[config.mk]
export PLATFORM = sky130hd
export DESIGN_NAME = uart_tx_arbiter
export DESIGN_NICKNAME = d
export VERILOG_FILES = /design/src/rtl/uart_tx_arbiter.sv
export SDC_FILE = /design/constraint.sdc
export NUM_CORES = 1
export LEC_CHECK = 0
export CAP_MARGIN = 10
export CORE_MARGIN = 5
export CORE_UTILIZATION = 46
export DETAILED_ROUTE_END_ITERATION = 16
export GPL_ROUTABILITY_DRIVEN = 0
export PLACE_DENSITY = 0.95
export RECOVER_POWER = 100
export SLEW_MARGIN = 10
export SYNTH_ARGS = -nofsm -noshare
export SYNTH_HDL_FRONTEND = slang
export SYNTH_SLANG_ARGS = --single-unit
[constraint.sdc]
create_clock -name i_clk -period 2.7 [get_ports i_clk]
set_input_delay 0.27 -clock i_clk [delete_from_list [all_inputs] [get_ports i_clk]]
set_output_delay 0.27 -clock i_clk [all_outputs]
set_load 0.01 [all_outputs]
[src/rtl/uart_tx_arbiter.sv]
// Round-robin arbiter sharing one uart_tx among N_CH byte producers, up to MAX_BURST bytes per grant.
// Optional UART_ARB_HDR_EN: each grant is prefixed by a header byte {HDR_TAG, channel}.
module uart_tx_arbiter #(
  parameter int N_CH      = 4,
  parameter int MAX_BURST = 4,
  parameter int TIMEOUT   = 0
`ifdef UART_ARB_HDR_EN
  ,
  parameter logic [3:0] HDR_TAG = 4'hA
`endif
) (
  input  logic              i_clk,
  input  logic              i_reset,
  input  logic [N_CH-1:0]   i_req_valid,
  input  logic [N_CH*8-1:0] i_req_data,
  output logic [N_CH-1:0]   o_req_ready,
  output logic [7:0]        o_tx_data,
  output logic              o_tx_valid,
  input  logic              i_tx_ready,
  output logic [N_CH-1:0]   o_grant,
  output logic              o_busy,
  output logic              o_timeout
);
  localparam int            PW        = $clog2(N_CH);
  localparam int            TW        = (TIMEOUT > 1) ? $clog2(TIMEOUT) : 1;
  localparam logic [TW-1:0] TO_LAST   = TW'((TIMEOUT > 0) ? TIMEOUT - 1 : 0);
  localparam logic [8:0]    BURST_LIM = 9'(MAX_BURST);
  localparam logic [PW-1:0] LAST_CH   = PW'(N_CH - 1);

`ifdef UART_ARB_HDR_EN
  typedef enum logic [1:0] {IDLE, HDR, LOAD, WAIT} state_e;
`else
  typedef enum logic [1:0] {IDLE, LOAD, WAIT} state_e;
`endif

  state_e          state_q;
  logic [PW-1:0]   ptr_q, gidx_q;
  logic [7:0]      burst_q;
  logic [TW-1:0]   wait_q;
  logic [N_CH-1:0] grant_q, req_ready_q;
  logic [7:0]      tx_data_q;
  logic            tx_valid_q, timeout_q;

  // First valid channel at or after ptr_q, wrapping.
  logic [PW-1:0] gnt_d;
  logic          any_d;
  logic [PW:0]   scan;
  always_comb begin
    gnt_d = ptr_q;
    any_d = 1'b0;
    scan  = '0;
    for (int i = 0; i < N_CH; i++) begin
      scan = {1'b0, ptr_q} + (PW+1)'(i);
      if (scan >= (PW+1)'(N_CH)) scan = scan - (PW+1)'(N_CH);
      if (!any_d && i_req_valid[scan[PW-1:0]]) begin
        gnt_d = scan[PW-1:0];
        any_d = 1'b1;
      end
    end
  end

  logic [8:0]    burst_nx;
  logic          more_d, tmo_hit;
  logic [PW-1:0] next_ptr;
  assign burst_nx = {1'b0, burst_q} + 9'd1;
  assign more_d   = i_req_valid[gidx_q] && (burst_nx < BURST_LIM);
  assign tmo_hit  = (TIMEOUT > 0) && (wait_q == TO_LAST);
  assign next_ptr = (gidx_q == LAST_CH) ? '0 : gidx_q + 1'b1;

  // o_req_ready pulses during LOAD, the same cycle the byte is sampled, so the
  // producer has already advanced by the time WAIT looks at its valid again.
  always_ff @(posedge i_clk) begin
    if (i_reset) begin
      state_q     <= IDLE;
      ptr_q       <= '0;
      gidx_q      <= '0;
      burst_q     <= '0;
      wait_q      <= '0;
      grant_q     <= '0;
      req_ready_q <= '0;
      tx_data_q   <= '0;
      tx_valid_q  <= 1'b0;
      timeout_q   <= 1'b0;
    end else begin
      req_ready_q <= '0;
      timeout_q   <= 1'b0;
      case (state_q)
        IDLE: if (any_d) begin
          gidx_q  <= gnt_d;
          grant_q <= N_CH'(1) << gnt_d;
`ifdef UART_ARB_HDR_EN
          tx_data_q  <= {HDR_TAG, 4'(gnt_d)};
          tx_valid_q <= 1'b1;
          wait_q     <= '0;
          state_q    <= HDR;
`else
          req_ready_q <= N_CH'(1) << gnt_d;
          state_q     <= LOAD;
`endif
        end
`ifdef UART_ARB_HDR_EN
        HDR: if (i_tx_ready) begin
          tx_valid_q <= 1'b0;
          if (i_req_valid[gidx_q]) begin
            req_ready_q <= grant_q;
            state_q     <= LOAD;
          end else begin
            state_q <= IDLE;
            ptr_q   <= next_ptr;
            grant_q <= '0;
            burst_q <= '0;
          end
        end else if (tmo_hit) begin
          timeout_q  <= 1'b1;
          tx_valid_q <= 1'b0;
          state_q    <= IDLE;
          ptr_q      <= next_ptr;
          grant_q    <= '0;
          burst_q    <= '0;
        end else begin
          wait_q <= wait_q + 1'b1;
        end
`endif
        LOAD: begin
          tx_data_q  <= i_req_data[{gidx_q, 3'b000} +: 8];
          tx_valid_q <= 1'b1;
          wait_q     <= '0;
          state_q    <= WAIT;
        end
        WAIT: if (i_tx_ready) begin
          tx_valid_q <= 1'b0;
          if (more_d) begin
            burst_q     <= burst_nx[7:0];
            req_ready_q <= grant_q;
            state_q     <= LOAD;
          end else begin
            state_q <= IDLE;
            ptr_q   <= next_ptr;
            grant_q <= '0;
            burst_q <= '0;
          end
        end else if (tmo_hit) begin
          timeout_q  <= 1'b1;
          tx_valid_q <= 1'b0;
          state_q    <= IDLE;
          ptr_q      <= next_ptr;
          grant_q    <= '0;
          burst_q    <= '0;
        end else begin
          wait_q <= wait_q + 1'b1;
        end
        default: state_q <= IDLE;
      endcase
    end
  end

  assign o_req_ready = req_ready_q;
  assign o_tx_data   = tx_data_q;
  assign o_tx_valid  = tx_valid_q;
  assign o_grant     = grant_q;
  assign o_busy      = (state_q != IDLE);
  assign o_timeout   = timeout_q;
endmodule

# Word level (Yosys, flattened, before mapping)
# Cells that the tools add are included.
# word_totals
word_cells	89
output_inout_bits	19
regBits	31
inputBits	39
# op_classes
n_lt_le_gt_ge	10
n_reduce_logical	17
muxes	37
n_bitwise	1
shifts	2
n_addsub	9
eq_ne	5
# ops
op	n
32-bit by 6-bit variable part select with 8-bit output	1
2-bit 2-to-1 mux	11
4-bit 2-to-1 mux	5
4-bit case mux with 2 select lines	2
2-bit by 3-bit less-than comparator with 1-bit output, second input constant	5
1-bit 2-to-1 mux	11
1-bit binary-select mux with 2-bit select	5
8-bit by 1-bit adder with 9-bit output, second input constant	1
3-bit >= comparator, second input constant	3
9-bit by 3-bit less-than comparator with 1-bit output, second input constant	1
8-bit 2-to-1 mux	1
2-bit AND reduction	4
2-bit by 1-bit subtractor with 2-bit output, second input constant	4
2-bit by 2-bit adder with 3-bit output, second input constant	2
2-bit case mux with 3 select lines	1
3-bit AND reduction	2
2-bit nonzero test	3
2-bit equality test, second input constant	2
1-bit logical AND	4
2-bit != test, second input constant	2
1-bit by 2-bit left shift with 4-bit output, first input constant	1
2-bit by 1-bit adder with 3-bit output, second input constant	1
2-bit by 3-bit >= comparator with 1-bit output, second input constant	1
1-bit zero test	3
other kinds (5)	5

# Logic depth before layout (Yosys ltp)
# logic_depth
word_depth	17
mapped_depth	7
ltp_nobuf	6

# Least setup slack after synthesis
# No wires, ideal clock.
# synth_timing
kind	reg2reg
start	reg gidx_q[0]
end	reg ptr_q[0]
required_ps	2630
setup_slack_ps	1063
n_path_buf	0
setup_time_ps	70
path_stages_with_launch	5
arrival_ps	1566
cell_sequence	dfxtp_1 > mux4_2 > o211a_2 > or4_1 > a21oi_1
# synth_via
elab_chain_len	5
# synth_lines
element	line	rtl
start: declaration	37	logic [PW-1:0] ptr_q, gidx_q;
start signal: assignment	89	gidx_q <= gnt_d;
1-bit binary-select mux with 2-bit select	66	assign more_d = i_req_valid[gidx_q] && (burst_nx < BURST_LIM);
1-bit 2-to-1 mux (implied by the code)	66	
1-bit logical AND	66	
1-bit inverter (no source line)	--	
3-bit AND reduction (no source line)	--	
end signal: assignment	138	ptr_q <= next_ptr;
end signal: assignment	146	ptr_q <= next_ptr;
end: declaration	37	
# Parallel ways exist; a longest one is shown, timed or not. The select of a mux whose other input is x is not followed.
# A chain may end at the register's enable or synchronous reset.

# Worst setup path after layout
# layout_timing
start	reg gidx_q[1]
end	reg ptr_q[0]
# Same word-level chain as after synthesis.

==> flow_summary.yaml <==
layout:
  areaGrowthSynthToFinish_pct: 44.9
  num-fill-cells: 236
  stdcell_count: 263
  nets: 259
  drive_gt1_share_pct: 9.13
  antenna_cells: 0
pwr:
  ir_drop_mv: 0.270
  seqPwrFrac_pct: 44.6
  pwr-share-clk_pct: 33.8
  power.net_switching_mw: 0.288
  p_comb_share_pct: 21.5
  p_int_mw: 0.835
  p_per_area_nw_per_um2: 524
  p_leak_nw: 0.802
  total_power_mw: 1.12
  p_sw_share_pct: 25.6
worst_setup_path:
  critPathArrivalTime_ns: 2.33
  reg2reg_to: "ptr_q[0]$_SDFFE_PP0P_"
  reg2regPathDepth: 4
  worstSetupStartpointType: "flop"
  cp-end-kind: "flop"
  cp_data_required_time_ns: 2.96
  reg2reg_from: "gidx_q[1]$_SDFFE_PP0P_"
  critical_path_class: "reg2reg"
  crit_fanout: 12
  reg2reg_slack_ns: 0.63
timing:
  tns_ns: 0
  relSlewSlack_pct: 47.1
  fin_worst_skew_ns: 0.0112
  rsz0062_at_grt: "false"
  period_needed_ns: 2.07
  drv_slew: 0
  finalCritPeriodShare_pct: 76.6
  hold_viol_final: 0
  setup_viol: 0
  worstMarginPinSlew_ns: 0.794
  whs_ns: 0.457
  max_freq_mhz: 484
clocking:
  numCtsBuffers: 5
  clock-sinks: 31
  cts_tree: "yes"
  clkTransAtPathRegs_ns: 0.10
  root_buffer: "clkbuf_4"
  htree_num_levels: 2
  clk_latency_ns: 0.34
  clockBufferDepth: 2
  post-cts-setup-buffers: 0
  cts-resized-gates: 0
  cts_hold_buf: 0
route:
  drc: 0
  via_per_inst: 5.53
  vias: 1455
  antenna_left: 0
  drt-wirelength-per-cell_um: 15.2
  first_pass_iters: 4
  drt-initial-drc-count: 76
  wl_mm: 4.00
global_routing:
  grt_pass1_wl_mm: 6.43
  grt_max_degree: 18
  grt_antenna_before_repair: 0
  grt_pass1_vias: 1397
  grt_overflow: 0
  grt.total_usage_pct: 19.3
die:
  io_pins: 58
  rows: 20
  core_um2: 3080
  start_util_pct: 48.1
  die_x_um: 66.7
  die_area_um2: 4450
  die_y_um: 66.7
logic_synthesis:
  syn_area_um2: 1480
  yosysSeqAreaShare_pct: 41.9
  synth_cells: 164
  synth_cell_types: 34
  yosysWarnings: 0
  synth.avg_cell_area_um2: 9.03
  syn_nets: 205
  ys_ff_latch: 31
hold_path:
  holdCritPathClass: "reg2reg"
  hold_start: "o_tx_data[3]$_SDFFE_PP0P_"
  whs_endpoint: "o_tx_data[3]$_SDFFE_PP0P_"
  holdPathStages: 2
outcome:
  status: "finished, final reports clean"
placed_design:
  place_inst: 255
  hpwl_mm: 3.06
  port-buffer-count: 56
run:
  drv_cap: 0
[flip-flops by register name, indices dropped and copies added (netlist names)]
register and cells:
burst_q 8, o_tx_data 8, o_grant 4, o_req_ready 4
gidx_q 2, ptr_q 2, state_q 2, o_tx_valid 1
[layout make-up]
class	instances	area, um2	area share, %
clock inverters	2	35.0	1.63
repair buffers	58	572	26.7
inverters	2	7.51	0.350
clock buffers	6	51.3	2.39
well taps	44	55.1	2.57
multi-input cells	120	803	37.5
flip-flops and latches	31	621	28.9
[power by group through the flow]
stage | logic, mW | clock network, mW | registers, mW
after floorplan | 0.121 | 0 | 0.516
after global placement | 0.242 | 0 | 0.511
after detailed placement | 0.249 | 0 | 0.513
after CTS | 0.251 | 0.382 | 0.502
after global routing | 0.263 | 0.403 | 0.505
final | 0.242 | 0.380 | 0.501
[stage by stage]
stage | utilization, % | worst slack [ns] | cell area (um2)
after global placement | 67.0 | 0.544 | 2060
after floorplan | - | 1.06 | 1480
after CTS | 69.8 | 0.703 | 2150
after detailed placement | 67.0 | 0.488 | 2060
after global routing | 69.7 | 0.524 | 2140
final | 69.7 | 0.633 | 2140
[synthesized netlist by cell type]
library cell / instances / share of area [%]
dfxtp_1: 31 / 42
nand2_1: 26 / 6.6
a21oi_1: 23 / 7.8
mux4_2: 9 / 14
nor2_1: 8 / 2.0
and2_1: 7 / 3.0
clkbuf_1: 7 / 1.8
nand2b_1: 5 / 2.1
nand3_1: 5 / 1.7
nor2b_1: 5 / 2.1
o21ai_0: 5 / 1.7
or3_1: 4 / 1.7
buf_2: 2 / 0.68
ha_1: 2 / 1.7
inv_1: 2 / 0.51
nand3b_1: 2 / 1.0
o22ai_1: 2 / 0.85
o31ai_1: 2 / 1.0
o32ai_1: 2 / 1.2
a22oi_1: 1 / 0.51
a31oi_1: 1 / 0.42
buf_4: 1 / 0.51
clkbuf_2: 1 / 0.34
conb_1: 1 / 0.25
nand4_1: 1 / 0.42
nor3_1: 1 / 0.34
nor4_1: 1 / 0.42
o211a_2: 1 / 0.68
o221a_2: 1 / 0.76
o221ai_1: 1 / 0.59
or2_0: 1 / 0.42
or2_1: 1 / 0.42
or2_2: 1 / 0.42
or4_1: 1 / 0.51
[cells in the final DEF (no fill, tap or decap), drive strengths merged]
| master | instances |
|---|---|
| nand3b | 2 |
| or2 | 3 |
| clkbuf | 7 |
| nor2 | 8 |
| a31oi | 1 |
| dfxtp | 31 |
| nor3 | 1 |
| dlygate4sd3 | 18 |
| a21oi | 23 |
| clkinv | 1 |
| nand2b | 5 |
| inv | 2 |
| o22ai | 2 |
| or3 | 4 |
| o221a | 1 |
| nand4 | 1 |
| o221ai | 1 |
| bufinv | 1 |
| o21ai | 5 |
| buf | 1 |
| and2 | 7 |
| a22oi | 1 |
| nor2b | 5 |
| nand2 | 26 |
| mux4 | 9 |
| clkdlybuf4s50 | 38 |
| conb | 1 |
| nand3 | 5 |
| or4 | 1 |
| nor4 | 1 |
| ha | 2 |
| o32ai | 2 |
| o211a | 1 |
| o31ai | 2 |
[kinds of logic after synthesis]
logic type / count (synthesis) / share of synthesized area, %
other: 1 / 0.253
adders and majority gates: 2 / 1.69
buffers and inverters: 13 / 3.80
DFF: 31 / 41.9
and+or+nand+nor: 69 / 23.2
AOI/OAI and AO/OA: 39 / 15.5
muxes: 9 / 13.7
[worst max-delay path by stage]
stage / depth (start not counted) / start / endpoint / slack (ns)
2_1_floorplan: 4 / gidx_q[0]$_SDFFE_PP0P_ / ptr_q[0]$_SDFFE_PP0P_ / 1.06
3_3_place_gp: 5 / i_req_valid[3] / ptr_q[0]$_SDFFE_PP0P_ / 0.54
3_5_place_dp: 5 / i_req_valid[3] / ptr_q[0]$_SDFFE_PP0P_ / 0.49
4_1_cts: 4 / gidx_q[1]$_SDFFE_PP0P_ / ptr_q[0]$_SDFFE_PP0P_ / 0.70
5_1_grt: 4 / gidx_q[1]$_SDFFE_PP0P_ / ptr_q[0]$_SDFFE_PP0P_ / 0.52
6_report: 4 / gidx_q[1]$_SDFFE_PP0P_ / ptr_q[0]$_SDFFE_PP0P_ / 0.63
[critical path, stage by stage (launching register included)]
cell and delay [ns]:
dfxtp_1 0.67, mux4_2 0.39, o211a_1 0.26, or4_1 0.52
a21oi_1 0.15
[layer usage]
metal | vias to the layer above | track usage [%] | part of all wire (%)
met5 | - | 0 | 0
met4 | 0 | 9.90 | 2.9
met3 | 12 | 2.53 | 5.2
met2 | 63 | 32.7 | 52
met1 | 687 | 23.8 | 40
li1 | 693 | - | -
Note: power is estimated with default switching activity, not from simulation.
